**config.mk**
```make
export PLATFORM = sky130hd
export DESIGN_NAME = vin_freq_counter_flat
export DESIGN_NICKNAME = d
export VERILOG_FILES = /design/src/rtl/vin_freq_counter_if.sv /design/src/rtl/vin_freq_counter.sv /design/src/flat_wrapper.sv
export SDC_FILE = /design/constraint.sdc
export NUM_CORES = 1
export LEC_CHECK = 0
export CAP_MARGIN = 25
export CORE_UTILIZATION = 59
export CTS_BUF_LIST = sky130_fd_sc_hd__clkbuf_16
export DETAILED_ROUTE_END_ITERATION = 10
export PLACE_DENSITY = 0.85
export SLEW_MARGIN = 20
export SYNTH_ARGS = -nofsm -noshare
export SYNTH_HDL_FRONTEND = slang
export SYNTH_SLANG_ARGS = --single-unit
```
**constraint.sdc**
```tcl
create_clock -name clk -period 2.7 [get_ports clk]
set_input_delay 0.54 -clock clk [delete_from_list [all_inputs] [get_ports clk]]
set_output_delay 0.54 -clock clk [all_outputs]
set_load 0.05 [all_outputs]
```
**src/rtl/vin_freq_counter_if.sv**
```systemverilog
// Pin-side bundle for the VIN frequency counter: raw pin and enable in,
// windowed edge count with its strobe and overflow flag out.
interface vin_freq_counter_if #(
    parameter int WIDTH = 16
);
    logic             vin;
    logic             enable;
    logic [WIDTH-1:0] freq;
    logic             valid;
    logic             overflow;

    modport master (
        output vin,
        output enable,
        input  freq,
        input  valid,
        input  overflow
    );

    modport slave (
        input  vin,
        input  enable,
        output freq,
        output valid,
        output overflow
    );
endinterface

```
**src/rtl/vin_freq_counter.sv**
```systemverilog
// VIN frequency front end: two-flop synchroniser, stability glitch filter,
// saturating rising-edge counter and a fixed gate window publishing one count per window.
module vin_freq_counter #(
    parameter int GATE_CYCLES = 480000,
    parameter int FILTER_LEN  = 3,
    parameter int WIDTH       = 16
) (
    input  logic               clk,
    input  logic               rst_n,
    vin_freq_counter_if.slave  bus
);

    localparam int GCNT_W = $clog2(GATE_CYCLES);
    localparam int STAB_W = (FILTER_LEN > 1) ? $clog2(FILTER_LEN) : 1;

    localparam logic [GCNT_W-1:0] GCNT_LAST = GCNT_W'(GATE_CYCLES - 1);
    localparam logic [STAB_W-1:0] STAB_LAST = STAB_W'(FILTER_LEN - 1);
    localparam logic [WIDTH-1:0]  ECNT_MAX  = '1;

    logic              s1_q, s1_d;
    logic              s2_q, s2_d;
    logic              filt_q, filt_d;
    logic [STAB_W-1:0] stab_q, stab_d;
    logic [WIDTH-1:0]  ecnt_q, ecnt_d;
    logic              sat_q, sat_d;
    logic [GCNT_W-1:0] gcnt_q, gcnt_d;
    logic [WIDTH-1:0]  freq_q, freq_d;
    logic              valid_q, valid_d;
    logic              overflow_q, overflow_d;

    logic              rise;
    logic              sat_now;
    logic [WIDTH-1:0]  ecnt_next;

    // NOTE: every variable gets a default at the top of the block so no path
    // leaves one unassigned, which would otherwise infer a latch.
    always_comb begin
        s1_d       = bus.vin;
        s2_d       = s1_q;
        filt_d     = filt_q;
        stab_d     = '0;
        rise       = 1'b0;
        gcnt_d     = '0;
        ecnt_d     = '0;
        sat_d      = 1'b0;
        valid_d    = 1'b0;
        freq_d     = freq_q;
        overflow_d = overflow_q;

        // The filtered level only moves after FILTER_LEN consecutive disagreeing samples.
        if (s2_q != filt_q) begin
            if (stab_q == STAB_LAST) begin
                filt_d = s2_q;
                rise   = s2_q;
            end else begin
                stab_d = stab_q + STAB_W'(1);
            end
        end

        sat_now   = rise && (ecnt_q == ECNT_MAX);
        ecnt_next = (rise && !sat_now) ? ecnt_q + WIDTH'(1) : ecnt_q;

        // An edge landing on the terminal cycle still belongs to the closing window.
        if (bus.enable) begin
            if (gcnt_q == GCNT_LAST) begin
                freq_d     = ecnt_next;
                overflow_d = sat_q | sat_now;
                valid_d    = 1'b1;
            end else begin
                gcnt_d = gcnt_q + GCNT_W'(1);
                ecnt_d = ecnt_next;
                sat_d  = sat_q | sat_now;
            end
        end
    end

    // NOTE: state registers use non-blocking assignments so every flop samples
    // the pre-edge value of its neighbours, independent of statement order.
    always_ff @(posedge clk or negedge rst_n) begin
        if (!rst_n) begin
            s1_q       <= 1'b0;
            s2_q       <= 1'b0;
            filt_q     <= 1'b0;
            stab_q     <= '0;
            ecnt_q     <= '0;
            sat_q      <= 1'b0;
            gcnt_q     <= '0;
            freq_q     <= '0;
            valid_q    <= 1'b0;
            overflow_q <= 1'b0;
        end else begin
            s1_q       <= s1_d;
            s2_q       <= s2_d;
            filt_q     <= filt_d;
            stab_q     <= stab_d;
            ecnt_q     <= ecnt_d;
            sat_q      <= sat_d;
            gcnt_q     <= gcnt_d;
            freq_q     <= freq_d;
            valid_q    <= valid_d;
            overflow_q <= overflow_d;
        end
    end

    assign bus.freq     = freq_q;
    assign bus.valid    = valid_q;
    assign bus.overflow = overflow_q;

endmodule

```
**src/flat_wrapper.sv**
```systemverilog
// flat-port wrapper written by rule: the top's interface ports become plain ports
module vin_freq_counter_flat 
#(
    parameter int GATE_CYCLES = 480000,
    parameter int FILTER_LEN  = 3,
    parameter int WIDTH       = 16
)
  (clk, rst_n, bus_vin, bus_enable, bus_freq, bus_valid, bus_overflow);
  vin_freq_counter_if #(.WIDTH(WIDTH)) bus_i ();
  input  logic clk;
  input  logic rst_n;
  input wire logic [$bits(bus_i.vin)-1:0] bus_vin;
  input wire logic [$bits(bus_i.enable)-1:0] bus_enable;
  output wire logic [$bits(bus_i.freq)-1:0] bus_freq;
  output wire logic [$bits(bus_i.valid)-1:0] bus_valid;
  output wire logic [$bits(bus_i.overflow)-1:0] bus_overflow;
  assign bus_i.vin = bus_vin;
  assign bus_i.enable = bus_enable;
  assign bus_freq = bus_i.freq;
  assign bus_valid = bus_i.valid;
  assign bus_overflow = bus_i.overflow;
  vin_freq_counter #(.GATE_CYCLES(GATE_CYCLES), .FILTER_LEN(FILTER_LEN), .WIDTH(WIDTH)) u_core (.clk(clk), .rst_n(rst_n), .bus(bus_i));
endmodule
```
# Word-level counts from Yosys, hierarchy flattened
# Index checks and enable logic that the tools add are counted.
dict set report totals {
  register_bits 59
  input_bits 4
  out_inout_bits 18
  word_cells 36
}
dict set report classes {
  addsub 3
  n_eq_ne 4
  muxes 13
  bitwise_logic 1
  reduce_logical 5
}
# op n
set ops {}
lappend ops {{$mux 16} 3}
lappend ops {{$mux 19} 2}
lappend ops {{$add 19x1->19 const B} 1}
lappend ops {{$eq 19x19->1 const B} 1}
lappend ops {{$add 16x1->16 const B} 1}
lappend ops {{$eq 16x16->1 const B} 1}
lappend ops {{$mux 1} 6}
lappend ops {{$mux 2} 2}
lappend ops {{$reduce_and 2->1} 2}
lappend ops {{$add 2x1->2 const B} 1}
lappend ops {{$eq 2x2->1 const B} 1}
lappend ops {{$logic_and 1x1->1} 2}
lappend ops {{$logic_not 1->1} 1}
lappend ops {{$ne 1x1->1} 1}
lappend ops {{$or 1x1->1} 1}

# Depth between registers and ports, before layout
# Gate-level depths: netlist (run 1).
dict set report logic_depth {
  ltp_word 9
  ltp_mapped 8
  ltp_nobuf 6
}

# Worst setup path after synthesis (run 1)
# OpenSTA, ideal clock, no wires.
dict set report synth_path {
  kind {reg-to-reg}
  from {reg u_core.gcnt_q[0]}
  to {reg u_core.freq_q[3], in the netlist u_core.bus.freq[3]}
  setup_time_ps 125
  t_arrival_ps 1578
  required_time_ps 2575
  path_slack_ps 997
  path_stages_with_launch 7
  path_buffers 1
  synth_period_minus_slack_ps 1703
  cell_sequence {dfrtp_1 -> ha_1 -> nand3_2 -> nor3_2 -> and3_1 -> buf_4 -> mux2_2}
}
dict set report synth_between {
  elab_chain_cells 2
}
# item line_no
set synth_rtl {}
lappend synth_rtl {{from (decl)} vin_freq_counter.sv:26} ;# logic [GCNT_W-1:0] gcnt_q, gcnt_d;
lappend synth_rtl {{from (signal assigned)} vin_freq_counter.sv:98} ;# gcnt_q <= gcnt_d;
lappend synth_rtl {{$eq 19x19->1} vin_freq_counter.sv:65} ;# if (gcnt_q == GCNT_LAST) begin
lappend synth_rtl {{$reduce_and 2->1 (no source line)} -}
lappend synth_rtl {{to (signal assigned)} vin_freq_counter.sv:99} ;# freq_q <= freq_d;
lappend synth_rtl {{to (decl)} vin_freq_counter.sv:27} ;# logic [WIDTH-1:0] freq_q, freq_d;
# Every way passes these cells.
# A chain may end at the register's enable or synchronous reset.

# Worst setup path in the final report (run 1)
# Same ends and word-level chain as after synthesis.

==> results of run 1 <==
[critical path, delay by kind of cell, from the launching register on]
family | cells | cell delay [ps]
AND/OR/NAND/NOR | 3 | 1020
flip-flops | 1 | 410
multiplexers | 1 | 390
adder cells (fa/ha/maj) | 1 | 230
[layout make-up]
type | count | area share (%)
clock inverter | 7 | 3.973
inverter | 2 | 0.2270
multi-input combinational | 187 | 35.11
timing repair buffer | 24 | 7.264
sequential | 59 | 44.65
tap | 52 | 1.967
clock buffer | 9 | 6.810
[metrics by stage]
step           hold WS [ps]  cells  power (uW)  setup slack [ps]  util, %
6_report              348.1    340        2396             546.7    75.43
5_1_grt               362.9    340        2462             351.7    75.43
4_1_cts               350.3    340        2408             550.0    75.43
3_5_place_dp          338.1    324        1043             483.1    67.29
3_3_place_gp          334.2    324        1037             520.3    67.29
2_1_floorplan         244.4    256        1008             997.1        -
[worst paths after layout]
kind / start / to / cells after the start
max: u_core.gcnt_q[0] / u_core.bus.freq[3] / 5
min: rst_n / u_core.bus.freq[7] / 2
max reg2reg: u_core.gcnt_q[0] / u_core.bus.freq[3] / 5
min reg2reg: u_core.s1_q / u_core.s2_q / 0
max in group asynchronous: rst_n / u_core.gcnt_q[17] / 2
min in group clk: u_core.s1_q / u_core.s2_q / 0
[report_power, final]
| group | leakage, uW | internal (uW) | switching [uW] |
|---|---|---|---|
| sequential | 0.000808 | 914 | 26.4 |
| combinational | 0.000456 | 40.6 | 48.5 |
| clock | 0.000176 | 983 | 383 |
| total | 0.00144 | 1940 | 458 |
[flip-flops by register name, summed over array words and instances (netlist names)]
name                 cells
u_core.stab_q            2
u_core.bus.freq         16
u_core.s2_q              1
u_core.filt_q            1
u_core.sat_q             1
u_core.bus.overflow      1
u_core.bus.valid         1
u_core.s1_q              1
u_core.ecnt_q           16
u_core.gcnt_q           19
[per-layer routing]
metal | routed length, microns | GRT usage (%) | share of wire, % | vias to the layer above
met5 | 0 | 0 | 0 | -
met4 | 151 | 14.67 | 3.0 | 0
met3 | 228 | 7.558 | 4.5 | 16
met2 | 2410 | 36.89 | 47 | 48
met1 | 2302 | 31.45 | 45 | 923
li1 | - | - | - | 935
[Yosys cell counts]
cell type	number	area, sq um
a211oi_1	1	7.510
a21boi_0	1	7.510
a21boi_2	1	11.26
a21oi_1	17	85.08
a21oi_2	2	17.52
a31oi_1	1	6.260
a41o_1	1	10.01
a41oi_1	1	8.760
and2_1	1	6.260
and3_1	6	37.54
and4_1	3	26.28
and4bb_1	1	12.51
buf_2	3	15.01
buf_4	3	22.52
buf_6	2	22.52
dfrtp_1	59	1476
ha_1	2	25.02
inv_1	2	7.510
mux2_2	2	22.52
mux2i_1	2	20.02
nand2_1	17	63.81
nand2_2	1	6.260
nand2b_1	2	12.51
nand3_1	11	55.05
nand3_2	1	10.01
nand4_1	6	37.54
nand4_2	2	25.02
nand4b_1	1	8.760
nor2_1	54	202.7
nor3_1	8	40.04
nor3_2	1	10.01
nor3_4	1	16.27
nor3b_1	1	7.510
nor4_1	1	6.260
nor4_2	5	62.56
nor4_4	1	21.27
o21ai_0	1	5.000
or3_1	2	12.51
xnor2_1	18	157.7
xor2_1	11	96.34
[kinds of logic after synthesis]
family	Yosys count
AO/OA/AOI/OAI	26
XOR/XNOR	29
adder cells (fa/ha/maj)	2
buffers and inverters	10
flip-flops	59
multiplexers	4
AND/OR/NAND/NOR	126
==> run_results.csv, run 1 <==
group,metric,value,unit
clock_network,clkLatencyLatePin,330,ps
synthesis,ys_ff_latch,59,
routing,routedWlPerCell,14.98,microns
global_routing,grt_max_degree,60,
routing,antenna_left,0,
synthesis,synthXorXnorAreaFrac,9.389,%
floorplanning,ios,22,
clock_network,path_clk_slew,50,ps
cells_and_area,fin_area,3307,sq um
timing,setup-violations-final,0,
worst_setup_path,r2r_slack,550,ps
clock_network,cts_root_buf,"clkbuf_16",
synthesis,synth-compound-area-share,5.874,%
run,drv_cap,0,
synthesis,ys_types,40,
placed_design,place.gp.congestion,0.8123,
timing,finalCritPeriodShare,79.75,%
global_routing,overflow,0,
synthesis,synth_fa_ha_area_share,0.9251,%
routing,first_iter_violations,155,
timing,clock_skew,4.298,ps
synthesis,yosysWarnings,0,
cells_and_area,final_nets,289,
floorplanning,fp-row-count,24,
routing,drt_first_pass_iters,4,
placed_design,port_buffers,21,
floorplanning,coreArea,4384,sq um
synthesis,netlist_area,2705,sq um
timing,relSlewSlack,52.21,%
synthesis,synthCells,256,
cells_and_area,fill_cells,292,
cells_and_area,multiInputGateArea,1161,sq um
worst_setup_path,crit_path_end_kind,"flip-flop",
routing,drt_wl_total,5.092,mm
global_routing,grt_usage,24.57,%
routing,viasPerCell,5.653,
routing,vias,1922,
floorplanning,die_area,4859,sq um
status,status,"completed",
floorplanning,initial_core_util,61.70,%
global_routing,grt_first_pass_wirelength,9.004,mm
timing,fmaxAchievable,464.4,MHz
timing,fin_setup_tns,0,ps
synthesis,synthMuxAreaShare,1.573,%
synthesis,synth_top_family_by_area,"simple AND/OR/NAND/NOR gates",
worst_setup_path,path_class,"reg -> reg",
synthesis,syn-num-nets,262,
floorplanning,die_x,69.71,microns
timing,maxSlewViolCount,0,
power,power_density,724.5,nW/um^2
worst_setup_path,crit_path_start_kind,"flip-flop",
power,p_leak,0.001440,uW
routing,drc,0,
clock_network,h-tree-depth,3,
clock_network,postCtsSetupRepairBufs,0,
clock_network,cts_buffers,9,
clock_network,clkSinkCount,59,
clock_network,cts_resized,0,
timing,min_period,2153,ps
synthesis,seq_area_frac_synth,54.58,%
worst_setup_path,crit_fanout,11,
global_routing,grt_pass1_vias,1971,
cells_and_area,antenna-diode-count,0,
clock_network,cts_tree,"done",
cells_and_area,seq_area,1476,sq um
power,peakVddDrop,0.4580,mV
synthesis,syn_avg_cell_area,10.57,sq um
worst_setup_path,slowest_stage,"and3_1",
global_routing,antenna_found_initial,0,
clock_network,clk_path_buf_depth,2,
worst_setup_path,worstPathArrival,2370,ps
worst_setup_path,cpPeakStageDelay,510,ps
synthesis,synth_simple_gate_area_share,25.16,%
worst_setup_path,cp_cell_sequence,"ha_1 -> nand3_2 -> nor3_2 -> and3_1 -> mux2_2",
floorplanning,die_h,69.71,microns
cells_and_area,syn2layout_area_growth,22.25,%
cells_and_area,final_common_cell,"dfrtp_1",
cells_and_area,final_cell_mix,"59 x dfrtp_1, 54 x nor2_1, 20 x clkdlybuf4s50_1, 18 x xnor2_1",
clock_network,cts_hold_buf,0,
worst_setup_path,worst_ep_required_time,2910,ps
timing,hold_viol_final,0,
cells_and_area,drive_gt1_share,11.81,%
placed_design,dpl.hpwl,3.128,mm
timing,rsz0062_at_grt,"false",
hold_path,min_path_type,"in -> async",
placed_design,postPlaceCellArea,2950,sq um
timing,worstMarginPinSlew,716.8,ps
No activity file was read; power rests on OpenSTA's default activity.
==> run 2, diff against run 1 <==
Settings changed: CORE_UTILIZATION 59 to 52, PLACE_DENSITY 0.85 to 0.79.
Clock period 2.7 ns to 1.77 ns, I/O delays scaled along.
==> run 2 against run 1 <==
Die area rose by 13%. Sequential share of layout area fell by 0.40 points. Via count rose by 1.6%. Clock power rose by 7%. Hold slack improved by 0.52 ps. Combinational power rose by 82%. Critical endpoint is now u_core.bus.overflow.
==> run_results.csv, run 2 (same netlist as run 1, synthesis figures left out) <==
group,metric,value,unit
timing,fmaxAchievable,580.8,MHz
timing,hold_viol_final,0,
cells_and_area,drive_gt1_share,23.08,%
clock_network,cts_root_buf,"clkbuf_16",
clock_network,h-tree-depth,3,
worst_setup_path,crit_path_end_kind,"flip-flop",
power,power_density,916.8,nW/um^2
global_routing,grt_max_degree,41,
global_routing,grt_pass1_vias,2021,
worst_setup_path,path_class,"reg -> reg",
routing,viasPerCell,5.333,
worst_setup_path,worstPathArrival,1960,ps
run,drv_cap,0,
worst_setup_path,crit_buf_inv,1,
timing,maxSlewViolCount,0,
worst_setup_path,worst_ep_required_time,2000,ps
floorplanning,fp-row-count,25,
placed_design,place.gp.congestion,0.7859,
power,peakVddDrop,0.6013,mV
timing,setup-violations-final,0,
worst_setup_path,cp_cell_sequence,"ha_4 -> nand3_2 -> nor3_4 -> and3_4 -> buf_12 -> nor2_1 -> a21oi_1",
floorplanning,die_h,74.13,microns
timing,setup_ws,48.17,ps
placed_design,port_buffers,21,
floorplanning,die_area,5495,sq um
power,p_leak,0.001515,uW
routing,first_iter_violations,76,
routing,antenna_left,0,
worst_setup_path,crit_fanout,17,
worst_setup_path,cpPeakStageDelay,430,ps
worst_setup_path,critPathTopFamily,"simple AND/OR/NAND/NOR gates",
hold_path,min_path_type,"reg -> reg",
cells_and_area,syn2layout_area_growth,23.36,%
clock_network,cts_buffers,9,
routing,drt_wl_total,5.164,mm
floorplanning,die_x,74.13,microns
global_routing,grt_first_pass_wirelength,8.597,mm
clock_network,clkSinkCount,59,
global_routing,grt_usage,21.43,%
timing,min_period,1722,ps
timing,rsz0062_at_grt,"true",
worst_setup_path,slowest_stage,"dfrtp_1",
cells_and_area,antenna-diode-count,0,
floorplanning,initial_core_util,55.79,%
clock_network,clk_path_buf_depth,2,
global_routing,overflow,0,
timing,hold_slack,348.6,ps
routing,drt_first_pass_iters,4,
cells_and_area,largest_reg_flops,19,
worst_setup_path,crit_path_start_kind,"flip-flop",
clock_network,cts_tree,"done",
clock_network,clkLatencyLatePin,330,ps
timing,relSlewSlack,69.94,%
floorplanning,coreArea,4848,sq um
cells_and_area,final_common_cell,"dfrtp_1",
timing,worstMarginPinSlew,450.9,ps
global_routing,antenna_found_initial,0,
placed_design,dpl.hpwl,3.452,mm
cells_and_area,final_cell_mix,"59 x dfrtp_1, 54 x nor2_1, 29 x buf_4, 18 x xnor2_1, 16 x a21oi_1",
routing,vias,1952,
routing,routedWlPerCell,14.11,microns
routing,drc,0,
cells_and_area,final_nets,302,
status,status,"completed",
clock_network,path_clk_slew,50,ps
floorplanning,ios,22,
cells_and_area,top_register,"u_core.gcnt_q",
timing,clock_skew,3.609,ps
timing,finalCritPeriodShare,97.28,%
placed_design,dp_slack,-23.94,ps
-- run 2: cell count changes in the layout (fill, tap and decap cells not counted), moves of 2 or more --
cell	change
buf_12	+2
bufinv_16	-4
clkinv_2	+3
nand2_2	+2
buf_4	+27
clkdlybuf4s50_1	-18
nand2_1	-2
-- run 2: per-layer routing --
metal | wire length, microns | global-route usage [%]
met2 | 2732 | 37.78
met1 | 2166 | 23.71
met3 | 139 | 4.472
met5 | 0 | 0
met4 | 126 | 13.03
-- run 2: timing repair --
action / 4_1_cts / 5_1_grt
buffers inserted: 0 / 2
pin swaps: 0 / 6
hold buffers: 1 / 0
resized for setup: 1 / 12
endpoints found under the hold margin: 19 / 0
endpoints found under the setup margin: 1 / 46
-- run 2: path summary, 6_finish.rpt --
kind	from	to	slack, ps	cells past startpoint
worst min-delay path	u_core.s1_q	u_core.s2_q	350	0
worst min register to register	u_core.s1_q	u_core.s2_q	350	0
max in group asynchronous	rst_n	u_core.bus.freq[0]	710	3
worst max register to register	u_core.gcnt_q[0]	u_core.bus.overflow	50	7
min in group asynchronous	rst_n	u_core.bus.freq[13]	510	2
worst max-delay path	u_core.gcnt_q[0]	u_core.bus.overflow	50	7
-- run 2: final cells by class --
type,count,area (sq um)
clock buffer,9,225.2
clock inverter,5,22.52
fill,360,1511
inverter,2,7.507
multi-input combinational,187,1194
sequential,59,1476
tap,67,83.83
timing repair buffer,37,327.8
-- run 2: per-stage QoR --
step	cell area (sq um)	setup TNS (ps)	util (%)	total power [uW]	instances
floorplan	2705	0	-	1538	256
global placement	3012	0	62.12	1601	349
detailed placement	3012	-46.21	62.12	1612	349
CTS	3273	0	67.51	3077	364
global route	3337	-81.38	68.83	3160	366
finish	3337	0	68.83	3059	366
-- run 2: report_power, final --
group	internal (uW)	switching (uW)	leakage (uW)
Clock	908	558	0.000126
Combinational	82.0	80.3	0.000581
Sequential	1390	36.6	0.000808
==> run 3, diff against run 2 <==
Settings changed: CTS_CLUSTER_SIZE from default to 28.
==> results of run 3 <==
Same layout as run 2: the final DEF is identical, and so are final timing and power.
